==> config.mk <==
export PLATFORM = sky130hd
export DESIGN_NAME = plru_set_replacer
export DESIGN_NICKNAME = d
export VERILOG_FILES = /design/src/rtl/plru_set_replacer.sv
export SDC_FILE = /design/constraint.sdc
export NUM_CORES = 1
export LEC_CHECK = 0
export BUFFER_PORTS_ARGS = -buffer_cell sky130_fd_sc_hd__buf_2
export CAP_MARGIN = 30
export CORE_MARGIN = 1.5
export CORE_UTILIZATION = 39
export DETAILED_ROUTE_END_ITERATION = 12
export PLACE_DENSITY = 0.6
export SLEW_MARGIN = 30
export SYNTH_ARGS = -nofsm -noshare
export SYNTH_HDL_FRONTEND = slang
export SYNTH_SLANG_ARGS = --single-unit
==> constraint.sdc <==
create_clock -name clk -period 4.3 [get_ports clk]
set_input_delay 0.86 -clock clk [delete_from_list [all_inputs] [get_ports clk]]
set_output_delay 0.86 -clock clk [all_outputs]
set_load 0.02 [all_outputs]
==> src/rtl/plru_set_replacer.sv <==
// Tree-PLRU replacement state for a multi-set cache.
// Each set stores a (WAYS-1)-bit heap-ordered PLRU tree and a per-way valid
// vector. Hits and fills touch the tree. Victim queries return a registered
// result that prefers the lowest invalid way over the PLRU walk. A flush
// engine clears one set per cycle.
//
// state    | meaning
// ---------+---------------------------------------------------------------
// ST_IDLE  | normal operation: touches, fills and victim queries are serviced
// ST_FLUSH | flush_cnt_q walks sets 0..SETS-1, clearing one set per cycle
module plru_set_replacer #(
  parameter int WAY_BITS = 2,
  parameter int SET_BITS = 4
) (
  input  logic                                       clk,
  input  logic                                       rst,
  input  logic                                       access_valid,
  input  logic [((SET_BITS > 0) ? SET_BITS : 1)-1:0] access_set,
  input  logic [WAY_BITS-1:0]                        access_way,
  input  logic                                       fill_valid,
  input  logic [((SET_BITS > 0) ? SET_BITS : 1)-1:0] fill_set,
  input  logic [WAY_BITS-1:0]                        fill_way,
  input  logic                                       victim_req,
  input  logic [((SET_BITS > 0) ? SET_BITS : 1)-1:0] victim_set,
  output logic                                       victim_valid,
  output logic [WAY_BITS-1:0]                        victim_way,
  input  logic                                       flush_req,
  output logic                                       flush_busy
);

  localparam int WAYS  = 1 << WAY_BITS;
  localparam int SETS  = 1 << SET_BITS;
  localparam int SIDX  = (SET_BITS > 0) ? SET_BITS : 1;
  localparam int NODES = WAYS - 1;

  typedef enum logic {
    ST_IDLE,
    ST_FLUSH
  } state_t;

  // Tree node n (heap numbering, root = 1) lives in bit n-1.
  logic [NODES-1:0]    tree_q  [SETS];
  logic [NODES-1:0]    tree_d  [SETS];
  logic [WAYS-1:0]     valid_q [SETS];
  logic [WAYS-1:0]     valid_d [SETS];

  state_t              state_q, state_d;
  logic [SIDX-1:0]     flush_cnt_q, flush_cnt_d;
  logic                victim_valid_q, victim_valid_d;
  logic [WAY_BITS-1:0] victim_way_q, victim_way_d;

  logic [SIDX-1:0]     access_idx;
  logic [SIDX-1:0]     fill_idx;
  logic [SIDX-1:0]     victim_idx;
  logic                same_set;

  // With a single set the set inputs carry no information and are forced to 0.
  function automatic logic [SIDX-1:0] set_index(input logic [SIDX-1:0] s);
    logic [SIDX-1:0] idx;
    idx = s;
    if (SET_BITS == 0) begin
      idx = '0;
    end
    return idx;
  endfunction

  // Point every node on the root-to-way path away from the touched way.
  // Node k at depth d lies on the path when the top d bits of the way equal k.
  function automatic logic [NODES-1:0] plru_touch(
    input logic [NODES-1:0]    tree,
    input logic [WAY_BITS-1:0] way
  );
    logic [NODES-1:0] t;
    t = tree;
    for (int d = 0; d < WAY_BITS; d++) begin
      for (int k = 0; k < (1 << d); k++) begin
        if ((int'(way) >> (WAY_BITS - d)) == k) begin
          t[(1 << d) + k - 1] = ~way[WAY_BITS-1-d];
        end
      end
    end
    return t;
  endfunction

  // A leaf is reached by the walk when every node on its path points toward it.
  // Exactly one leaf satisfies this for any tree value.
  function automatic logic [WAY_BITS-1:0] plru_walk(input logic [NODES-1:0] tree);
    logic [WAY_BITS-1:0] way;
    logic                hit;
    logic                dir;
    way = '0;
    for (int w = 0; w < WAYS; w++) begin
      hit = 1'b1;
      for (int d = 0; d < WAY_BITS; d++) begin
        dir = 1'((w >> (WAY_BITS - 1 - d)) & 1);
        if (tree[(1 << d) + (w >> (WAY_BITS - d)) - 1] != dir) begin
          hit = 1'b0;
        end
      end
      if (hit) begin
        way = WAY_BITS'(w);
      end
    end
    return way;
  endfunction

  // Lowest invalid way wins; a fully valid set falls back to the PLRU walk.
  function automatic logic [WAY_BITS-1:0] pick_victim(
    input logic [NODES-1:0] tree,
    input logic [WAYS-1:0]  valid
  );
    logic [WAY_BITS-1:0] way;
    way = plru_walk(tree);
    for (int w = WAYS - 1; w >= 0; w--) begin
      if (!valid[w]) begin
        way = WAY_BITS'(w);
      end
    end
    return way;
  endfunction

  assign access_idx = set_index(access_set);
  assign fill_idx   = set_index(fill_set);
  assign victim_idx = set_index(victim_set);
  assign same_set   = fill_valid && (fill_idx == access_idx);

  // Next-state: set updates, victim lookup and flush sequencing.
  always_comb begin
    tree_d         = tree_q;
    valid_d        = valid_q;
    state_d        = state_q;
    flush_cnt_d    = flush_cnt_q;
    victim_valid_d = 1'b0;
    victim_way_d   = victim_way_q;

    case (state_q)
      ST_IDLE: begin
        // A fill to the same set owns the tree this cycle; the hit is dropped.
        if (access_valid && !same_set) begin
          tree_d[access_idx] = plru_touch(tree_q[access_idx], access_way);
        end
        if (fill_valid) begin
          tree_d[fill_idx]           = plru_touch(tree_q[fill_idx], fill_way);
          valid_d[fill_idx][fill_way] = 1'b1;
        end
        // Lookup reads pre-edge state; same-cycle updates are not forwarded.
        if (victim_req) begin
          victim_valid_d = 1'b1;
          victim_way_d   = pick_victim(tree_q[victim_idx], valid_q[victim_idx]);
        end
        if (flush_req) begin
          state_d     = ST_FLUSH;
          flush_cnt_d = '0;
        end
      end

      ST_FLUSH: begin
        tree_d[flush_cnt_q]  = '0;
        valid_d[flush_cnt_q] = '0;
        if (flush_cnt_q == SIDX'(SETS - 1)) begin
          state_d     = ST_IDLE;
          flush_cnt_d = '0;
        end else begin
          flush_cnt_d = flush_cnt_q + 1'b1;
        end
      end

      default: begin
        state_d     = ST_IDLE;
        flush_cnt_d = '0;
      end
    endcase
  end

  // State registers; reset clears every set and aborts any flush.
  always_ff @(posedge clk or posedge rst) begin
    if (rst) begin
      for (int s = 0; s < SETS; s++) begin
        tree_q[s]  <= '0;
        valid_q[s] <= '0;
      end
      state_q        <= ST_IDLE;
      flush_cnt_q    <= '0;
      victim_valid_q <= 1'b0;
      victim_way_q   <= '0;
    end else begin
      for (int s = 0; s < SETS; s++) begin
        tree_q[s]  <= tree_d[s];
        valid_q[s] <= valid_d[s];
      end
      state_q        <= state_d;
      flush_cnt_q    <= flush_cnt_d;
      victim_valid_q <= victim_valid_d;
      victim_way_q   <= victim_way_d;
    end
  end

  assign victim_valid = victim_valid_q;
  assign victim_way   = victim_way_q;
  assign flush_busy   = (state_q == ST_FLUSH);

endmodule

==> metrics.txt, run 1 <==
outcome=finished, final reports clean; Initial Util=0.396; vias per cell=6.94; First-pass DRT Iterations=6; Layout Cells excl Fill=963; Final ANT Viol Nets=0; syn avg cell area=10.4 um^2; dpl hpwl=18600 um; Slew Viols, Final=0; Highest Clock Rate=0.332 GHz; Post-CTS Hold Buffers=0; clock tree sinks=120; root buffer cell=clkbuf_16; Slew @ Worst Pin=0.888 ns; FILL cells=1744; syn nets=736; vias post-DR=6686; synth unique cells=58; commonest non-fill, non-tap cell in the layout=dfrtp_1; P&R area growth vs syn=12.2%; Setup CP Type=in -> reg; Crit. End Element=register; R2R Setup Slk=1.66 ns; Max-Slew Margin vs Limit=0.407; clock power share=0.336; DRT iter0 DRCs=1041; Final setup viols=0; total CTS buffers=17; Yosys reg bits=120; TritonCTS clock tree=built; CP delay by family, top=multiplexers; share of cells above drive strength 1=0.184; Hold Vio Cnt, Final=0; width of the die=140 um; switching part of the total power=0.372; DRC Markers=0; first-pass GRT wire length=39700 um; hold path cells=2; number of port buffers=25; setup TNS=0 ns; Leak Pwr=3.52 nW; critical path startpoint category=primary input; total core area=18600 um^2; Power Density=501 nW/um^2; # IOs=26; worst skew pair latency=0.43 ns; Total Wirelength=25800 um; H-Tree Depth=4; post-synthesis cell area=7360 um^2; Worst Hold Class=reg -> reg; total gr overflow=0; Final Util=0.444; synth warn=0; Worst Skew=0.00833 ns; largest net degree at the start of global routing=55; antenna violations before repair=1; hold path endpoint=victim_way[1]; full die area=19700 um^2; Max Cap Violations=0; internal power=2.60 mW; RR Startpoint=tree_q[28]; critical path peak fanout=15; commonest non-fill, non-tap cells in the layout=dfrtp_1 (119), a22o_1 (81), nand2_1 (80); Critical R2R Capture=tree_q[13]; Critical Path Most Common Cell=mux4_2; RSZ-0062 raised after global routing=no; fin nets=741; Worst R2R Path Depth=6; Synth Instances=710; setup bufs post-CTS=0; clk slew on worst S/H paths=0.06 ns; Top FF cell, synth=dfrtp_1; total track usage=0.270; CTS Buffer Depth=2; P_sw=1.54 mW; minimum clock period=3.01 ns; Worst Path Required=4.62 ns; Final Hold Slack=0.481 ns; Gate power share=0.301; post_cts resized=0; GP Congestion=0.966; period utilization=0.701; Post-synth EDFFs=0; crit path buf inv count=1; Vert. Die Dim=140 um; DR WL/cell=26.8 um; ys async rst share=1.00; placed cells=930; Cell Chain, Critical Path=buf_2 > mux4_2 > mux4_2 > mux2i_4 > nor2_1 > a32o_1 > a21o_1; Peak VDD IR=0.236 mV; sequential cell area fraction in the yosys report=0.408; sequential fraction of design power=0.363; crit path DAT=3.33 ns; max incr delay on CP=0.56 ns; # rows=50; min-delay src=victim_way[1]; vias in the first global route=6495; Worst path slowest cell=mux4_2
## worst max path at each step
stage	from	end	slack [ns]	cells past startpoint
2_1_floorplan	rst	flush_busy	0.25	1
3_3_place_gp	access_set[0]	tree_q[13]	0.97	7
3_5_place_dp	access_set[0]	tree_q[13]	0.89	7
4_1_cts	access_set[0]	tree_q[13]	1.34	7
5_1_grt	access_set[0]	tree_q[13]	1.20	7
6_report	access_set[0]	tree_q[13]	1.29	7
## synth_stat cells (2+ instances only)
library cell,instances,share of area
a221o_1,8,0.011
or2_2,2,0.0017
nand2b_1,4,0.0034
o2111a_1,2,0.0031
nor4_1,6,0.0051
buf_1,5,0.0026
nand3_1,30,0.020
nor2_1,37,0.019
o211ai_1,9,0.0092
a22oi_1,15,0.015
o22ai_1,3,0.0026
nand3b_1,2,0.0020
o31ai_1,8,0.0082
a32oi_1,5,0.0060
nand2_1,80,0.041
a31oi_1,4,0.0034
o2111ai_1,6,0.0071
inv_1,18,0.0092
a211oi_1,6,0.0061
dfrtp_1,120,0.41
nor3b_1,3,0.0031
a22o_1,81,0.096
nor2b_1,15,0.013
and3_1,9,0.0076
or3b_2,2,0.0024
xnor2_1,3,0.0036
and2_1,8,0.0068
o21ai_0,27,0.018
a311o_1,2,0.0027
clkbuf_1,39,0.020
o221ai_1,8,0.0095
nor3_1,5,0.0034
a221oi_1,3,0.0036
buf_2,10,0.0068
mux4_2,46,0.14
buf_6,2,0.0031
a21o_1,5,0.0051
and4_1,4,0.0048
a21oi_1,39,0.027
nand4_1,4,0.0034
ha_1,4,0.0068
mux2i_1,5,0.0068
## layout make-up
class                   count  area (um^2)  share of cell area
repair buffers             44          268              0.0324
well taps                 234          293              0.0355
inverters                  19         73.8             0.00894
clock inverters            13          121              0.0147
diodes                      1         2.50            0.000303
clock buffers              19          453              0.0549
flip-flops and latches    120         3000               0.364
multi-input cells         513         4040               0.489
## through the flow
step | instance area, um^2 | total power, mW | worst slack [ns]
floorplan | 7360 | 2.32 | 0.254
global placement | 7680 | 2.69 | 0.967
detailed placement | 7680 | 2.72 | 0.891
CTS | 8250 | 4.10 | 1.34
global route | 8260 | 4.31 | 1.20
finish | 8260 | 4.14 | 1.29
## state kept, by name (all words and copies together) (netlist names)
signal / flops
victim_valid: 1
valid_q: 64
flush_cnt_q: 4
tree_q: 48
victim_way: 2
flush_busy: 1
## metal layers
layer / GRT usage / wire (um) / up-vias
met2: 0.425 / 12300 / 401
met5: 0 / 0 / -
li1: - / - / 2793
met1: 0.368 / 10700 / 3433
met4: 0.112 / 721 / 0
met3: 0.0482 / 2130 / 59
## power groups by stage
stage | combinational (mW) | clock, mW | sequential [mW]
6_report | 1.25 | 1.39 | 1.50
5_1_grt | 1.33 | 1.45 | 1.52
4_1_cts | 1.21 | 1.40 | 1.49
3_5_place_dp | 1.21 | 0 | 1.51
3_3_place_gp | 1.19 | 0 | 1.50
2_1_floorplan | 0.896 | 0 | 1.42
## logic make-up (layout without fill, tap and decap cells)
group                    count (synthesis)  in the layout  synth area share
AO/OA/AOI/OAI                          239            239             0.245
XOR/XNOR                                 3              3           0.00357
adder cells (fa/ha/maj)                  4              4           0.00680
buffers and inverters                   77             95            0.0437
flip-flops                             120            120             0.408
multiplexers                            54             54             0.154
other                                    0              1                 0
AND/OR/NAND/NOR                        213            213             0.139
## worst register-to-register path, cell delays in order (launching register included)
cell and delay [ns]:
dfrtp_1 0.47, mux4_2 0.49, mux4_2 0.49, mux2i_4 0.35
nor2_1 0.26, a32o_1 0.31, a21o_1 0.15
Power figures use the tool's default switching activity.
==> run 2, diff against run 1 <==
--- a/config.mk
+++ b/config.mk
@@ -5,12 +5,13 @@
 export SDC_FILE = /design/constraint.sdc
 export NUM_CORES = 1
 export LEC_CHECK = 0
+export ABC_AREA = 1
 export BUFFER_PORTS_ARGS = -buffer_cell sky130_fd_sc_hd__buf_2
 export CAP_MARGIN = 30
 export CORE_MARGIN = 1.5
 export CORE_UTILIZATION = 39
 export DETAILED_ROUTE_END_ITERATION = 12
-export PLACE_DENSITY = 0.6
+export PLACE_DENSITY = 0.58
 export SLEW_MARGIN = 30
 export SYNTH_ARGS = -nofsm -noshare
 export SYNTH_HDL_FRONTEND = slang
==> constraint.sdc (replaced) <==
create_clock -name clk -period 3.05 [get_ports clk]
set_input_delay 0.61 -clock clk [delete_from_list [all_inputs] [get_ports clk]]
set_output_delay 0.61 -clock clk [all_outputs]
set_load 0.02 [all_outputs]
==> metrics.txt, run 2 <==
critical path startpoint category=register; Final ANT Viol Nets=0 (unchanged); Vert. Die Dim=145 um (+3.2%); Setup CP Type=reg -> out; Crit. End Element=primary output; Synth top area share=0.383 (-0.0252); ys async rst share=1.00 (unchanged); Slew @ Worst Pin=0.981 ns (+0.0932 ns); Layout Cells excl Fill=1462 (+52%); setup TNS=0 ns (unchanged); vias in the first global route=7706 (+19%); total CTS buffers=17 (unchanged); # IOs=26 (unchanged); Post-synth top cells=nand2_1 (266), nand3_1 (167), inv_1 (142); Yosys reg bits=120 (unchanged); vias per cell=5.77 (-17%); Worst Hold Class=in -> async; CTS Buffer Depth=2 (unchanged); Post-CTS Hold Buffers=0 (unchanged); Highest Clock Rate=0.416 GHz; critical path peak fanout=90 (+75); Worst path slowest cell=buf_4; TritonCTS clock tree=built; sequential cell area fraction in the yosys report=0.383 (-0.0252); Largest regs=valid_q (64), tree_q (48), flush_cnt_q (4); total power=7.69 mW (+86%); total gr overflow=0 (unchanged); Leak Pwr=4.44 nW (+26%); Synth Instances=1174 (+65%); largest net degree at the start of global routing=121 (+120%); Worst R2R Path Depth=4 (-2); vias post-DR=8443 (+26%); most numerous cell in the Yosys netlist=nand2_1; period utilization=0.787; max incr delay on CP=0.70 ns (+0.14 ns); worst skew pair latency=0.43 ns (about the same); post-synthesis cell area=7850 um^2 (+6.6%); post_cts resized=0 (unchanged); DRC Markers=0 (unchanged); First-pass DRT Iterations=6 (unchanged); Synth area leaders=dfrtp_1 (38%), nand2_1 (13%), nand3_1 (11%), o21ai_0 (7.6%), inv_1 (6.8%); Final setup viols=0 (unchanged); RSZ-0062 raised after global routing=no; P&R area growth vs syn=13.2%; Initial Util=0.400 (+0.00437); setup bufs post-CTS=0 (unchanged); clk slew on worst S/H paths=0.06 ns (about the same); share of cells above drive strength 1=0.0870 (-0.0971); Cell Chain, Critical Path=buf_4 > buf_2; minimum clock period=2.40 ns; Worst Skew=0.0146 ns (+0.00630 ns); synth warn=0 (unchanged); Max Cap Violations=0 (unchanged); RR Startpoint=flush_busy; Top FF cell, synth=dfrtp_1; H-Tree Depth=4 (unchanged); full die area=21000 um^2 (+6.5%); syn avg cell area=6.68 um^2 (-36%); placed cells=1429 (+54%); number of port buffers=25 (unchanged); first-pass GRT wire length=44800 um (+13%); Slew Viols, Final=0 (unchanged); # rows=51 (+2.0%); Total Wirelength=29100 um (+13%); GP Congestion=0.972 (+0.63%); FILL cells=2058 (+18%); Final Hold Slack=0.357 ns (-0.123 ns); width of the die=145 um (+3.2%); total track usage=0.287 (+0.0169); Peak VDD IR=1.00 mV (+320%); root buffer cell=clkbuf_16; DRT iter0 DRCs=858 (-18%); clock tree sinks=120 (unchanged); CP delay by family, top=buffers and inverters; Most flops, register=valid_q; DR WL/cell=19.9 um (-26%); dpl hpwl=19900 um (+6.9%); Max-Slew Margin vs Limit=0.346 (-0.0609); leading area contributor after synthesis=dfrtp_1; commonest non-fill, non-tap cells in the layout=nand2_1 (266), nand3_1 (167), inv_1 (141); crit path DAT=1.79 ns (-1.54 ns); fin nets=1209 (+63%); max FFs per register=64 (unchanged); Worst Path Required=2.44 ns (-2.18 ns); R2R Setup Slk=1.02 ns (-0.64 ns); commonest non-fill, non-tap cell in the layout=nand2_1; Hold Vio Cnt, Final=0 (unchanged); crit path buf inv count=2 (+1); Post-synth EDFFs=0 (unchanged); antenna violations before repair=0 (-1); total core area=19600 um^2 (+5.4%); Critical R2R Capture=valid_q[51]; Power Density=865 nW/um^2 (+73%); outcome=finished, final reports clean; synth unique cells=31 (-47%); syn nets=1200 (+63%)
[run 2: cell count changes after synthesis, moves of 15 or more]
cell     previous run  this run
o22ai_1             3        40
nand3_1            30       167
a21oi_1            39       106
mux4_2             46         0
inv_1              18       142
nand2_1            80       266
o21ai_0            27       119
nor2_1             37        78
nor2b_1            15         0
a22o_1             81         0
[run 2: worst max-delay path by stage]
stage | from | depth (start not counted) | to | slack (ns)
6_report | flush_busy | 2 | flush_busy | 0.65
5_1_grt | flush_busy | 2 | flush_busy | 0.52
4_1_cts | flush_busy | 2 | flush_busy | 0.62
3_5_place_dp | fill_set[1] | 9 | tree_q[43] | 0.44
3_3_place_gp | fill_set[1] | 9 | tree_q[43] | 0.43
2_1_floorplan | rst | 1 | flush_busy | 0.97
[run 2: logic make-up after synthesis]
| logic type | count (synthesis) | synth area share |
|---|---|---|
| xor gates and xnor gates | 3 | 0.00335 |
| adders and majority gates | 4 | 0.00638 |
| AOI/OAI and AO/OA | 297 | 0.207 |
| DFF | 120 | 0.383 |
| buffers and inverters | 211 | 0.105 |
| and+or+nand+nor | 539 | 0.296 |
[run 2: report_power, final]
part           internal, mW  switching (mW)
Sequential             2.25           0.503
Combinational         0.952            1.87
Clock                  1.30           0.811
Total                  4.50            3.18
[run 2: metrics by stage]
step | worst slack [ns] | util | cell area, um^2
floorplan | 0.971 | - | 7850
global placement | 0.434 | 0.422 | 8260
detailed placement | 0.440 | 0.422 | 8260
CTS | 0.619 | 0.453 | 8880
global route | 0.523 | 0.453 | 8880
finish | 0.648 | 0.453 | 8880
[run 2: area by class of cell]
| type | count | area, um^2 | area share |
|---|---|---|---|
| Antenna cell | 1 | 2.50 | 0.000282 |
| Clock buffer | 21 | 480 | 0.0541 |
| Clock inverter | 11 | 136 | 0.0154 |
| Inverter | 154 | 582 | 0.0655 |
| Multi-Input combinational cell | 843 | 4020 | 0.452 |
| Sequential cell | 120 | 3000 | 0.338 |
| Tap cell | 265 | 332 | 0.0373 |
| Timing Repair Buffer | 47 | 328 | 0.0369 |
[run 2: routing by layer]
metal  track usage  part of all wire  routed length, um  vias to the layer above
met5             0                 0                  0                        -
met4        0.0946             0.028                829                        0
li1              -                 -                  -                     3940
met3        0.0619             0.085               2480                       61
met2         0.442              0.45              13200                      403
met1         0.398              0.43              12600                     4039
[run 2: worst min-delay path: stages]
cell and delay (ns):
buf_2 0.11, clkinvlp_4 0.07, buf_12 0.45
==> run 3, diff against run 2 <==
--- a/config.mk
+++ b/config.mk
@@ -5,7 +5,7 @@
 export SDC_FILE = /design/constraint.sdc
 export NUM_CORES = 1
 export LEC_CHECK = 0
-export ABC_AREA = 1
+export ABC_AREA = 0
 export BUFFER_PORTS_ARGS = -buffer_cell sky130_fd_sc_hd__buf_2
 export CAP_MARGIN = 30
 export CORE_MARGIN = 1.5
==> constraint.sdc (replaced) <==
create_clock -name clk -period 2.4 [get_ports clk]
set_input_delay 0.48 -clock clk [delete_from_list [all_inputs] [get_ports clk]]
set_output_delay 0.48 -clock clk [all_outputs]
set_load 0.02 [all_outputs]
==> metrics.txt, run 3 (same netlist as run 1, synthesis figures left out) <==
Final Util=0.486 (+0.0323); total gr overflow=0 (unchanged); Slew @ Worst Pin=0.789 ns (-0.193 ns); first-pass GRT wire length=41200 um (-8.1%); DRC Markers=0 (unchanged); worst skew pair latency=0.42 ns (about the same); critical path startpoint category=register; crit path DAT=2.59 ns (+0.80 ns); Max Cap Violations=0 (unchanged); commonest non-fill, non-tap cells in the layout=dfrtp_1 (119), buf_4 (99), a22o_1 (81); Initial Util=0.396 (-0.00437); First-pass DRT Iterations=5 (-1); vias in the first global route=6924 (-10%); Register Area=3000 um^2 (unchanged); vias per cell=6.69 (+16%); clk slew on worst S/H paths=0.06 ns (about the same); total power=7.83 mW (+1.8%); RSZ-0062 raised after global routing=no; dpl hpwl=19600 um (-1.5%); total core area=18600 um^2 (-5.2%); Final ANT Viol Nets=0 (unchanged); Power Density=867 nW/um^2 (+0.24%); Total Wirelength=26600 um (-8.7%); total CTS buffers=17 (unchanged); Worst Skew=0.0103 ns (-0.00438 ns); clock tree sinks=120 (unchanged); CTS Buffer Depth=2 (unchanged); Max-Slew Margin vs Limit=0.474 (+0.128); width of the die=140 um (-3.1%); outcome=finished, final reports clean; Worst R2R Path Depth=6 (+2); commonest non-fill, non-tap cell in the layout=dfrtp_1; fin nets=826 (-32%); minimum clock period=2.30 ns; antenna violations before repair=0 (unchanged); Slew Viols, Final=0 (unchanged); total track usage=0.279 (-0.00816); number of port buffers=25 (unchanged); Most flops, register=valid_q; full die area=19700 um^2 (-6.1%); Peak VDD IR=0.500 mV (-50%); TritonCTS clock tree=built; Crit. End Element=register; critical path peak fanout=8 (-91%); H-Tree Depth=4 (unchanged); Highest Clock Rate=0.435 GHz; DR WL/cell=25.4 um (+27%); # rows=50 (-2.0%); FILL cells=1664 (-19%); vias post-DR=7000 (-17%); root buffer cell=clkbuf_16; Final setup viols=0 (unchanged); period utilization=0.957; # IOs=26 (unchanged); Hold Vio Cnt, Final=0 (unchanged); Leak Pwr=4.01 nW (-9.7%); Ant. Diodes=0 (-1); DRT iter0 DRCs=915 (+6.6%); Vert. Die Dim=140 um (-3.1%); max FFs per register=64 (unchanged); multi-input logic area=4060 um^2 (+0.93%); Setup CP Type=reg -> reg; GP Congestion=0.988 (+1.7%); share of cells above drive strength 1=0.271 (+0.184); largest net degree at the start of global routing=121 (unchanged); P&R area growth vs syn=22.6%; Largest regs=valid_q (64), tree_q (48), flush_cnt_q (4); Worst Path Required=2.69 ns (+0.25 ns); Worst Hold Class=in -> async
[run 3: critical path: stages (launching register included)]
cell and delay (ns):
dfrtp_1 0.46, mux4_2 0.48, mux4_2 0.52, mux2i_4 0.17
buf_4 0.20, nor4_1 0.07, a221o_1 0.28
[run 3: metrics by stage]
stage	area (um^2)	TNS (ns)	std cells	worst slack [ns]	hold slack (ns)
finish	9020	0	1047	0.104	0.237
CTS	9020	0	1047	0.110	0.234
detailed placement	8390	-6.25	1015	-0.281	0.482
global placement	8390	-4.61	1015	-0.240	0.462
floorplan	7390	-0.362	710	-0.0995	0.461
global route	9020	0	1047	0.0158	0.236
[run 3: repair_timing]
item	4_1_cts	5_1_grt
setup endpoints to repair	0	5
resized for setup	0	2
setup buffers	0	0
endpoints found under the hold margin	0	0
hold buffers	0	0
[run 3: path summary, 6_finish.rpt]
kind                          startpoint             end  slack [ns]
setup / recovery               tree_q[7]      tree_q[40]        0.10
hold / removal                       rst     valid_q[16]        0.24
setup reg to reg               tree_q[7]      tree_q[40]        0.10
hold reg to reg            victim_way[1]   victim_way[1]        0.48
max in group asynchronous            rst       tree_q[0]        1.62
min in group clk               flush_req  flush_cnt_q[1]        0.24
[run 3: report_power, final]
group,switching (mW),leakage (nW),internal [mW]
Sequential,0.327,1.64,2.34
Clock,0.914,0.309,1.79
Combinational,1.46,2.06,0.987
[run 3: area by class of cell]
cell class / count / area share
Tap cell: 234 / 0.0324
Sequential cell: 120 / 0.333
Clock buffer: 25 / 0.0571
Multi-Input combinational cell: 513 / 0.449
Clock inverter: 7 / 0.0125
Inverter: 19 / 0.00832
Timing Repair Buffer: 129 / 0.107
[run 3: metal layers]
layer  share of wire  vias up  routed length (um)  global-route usage
met1            0.42     3563               11200               0.376
li1                -     2953                   -                   -
met3           0.079       72                2110              0.0663
met5               0        -                   0                   0
met4           0.036        0                 965               0.124
met2            0.46      412               12300               0.428
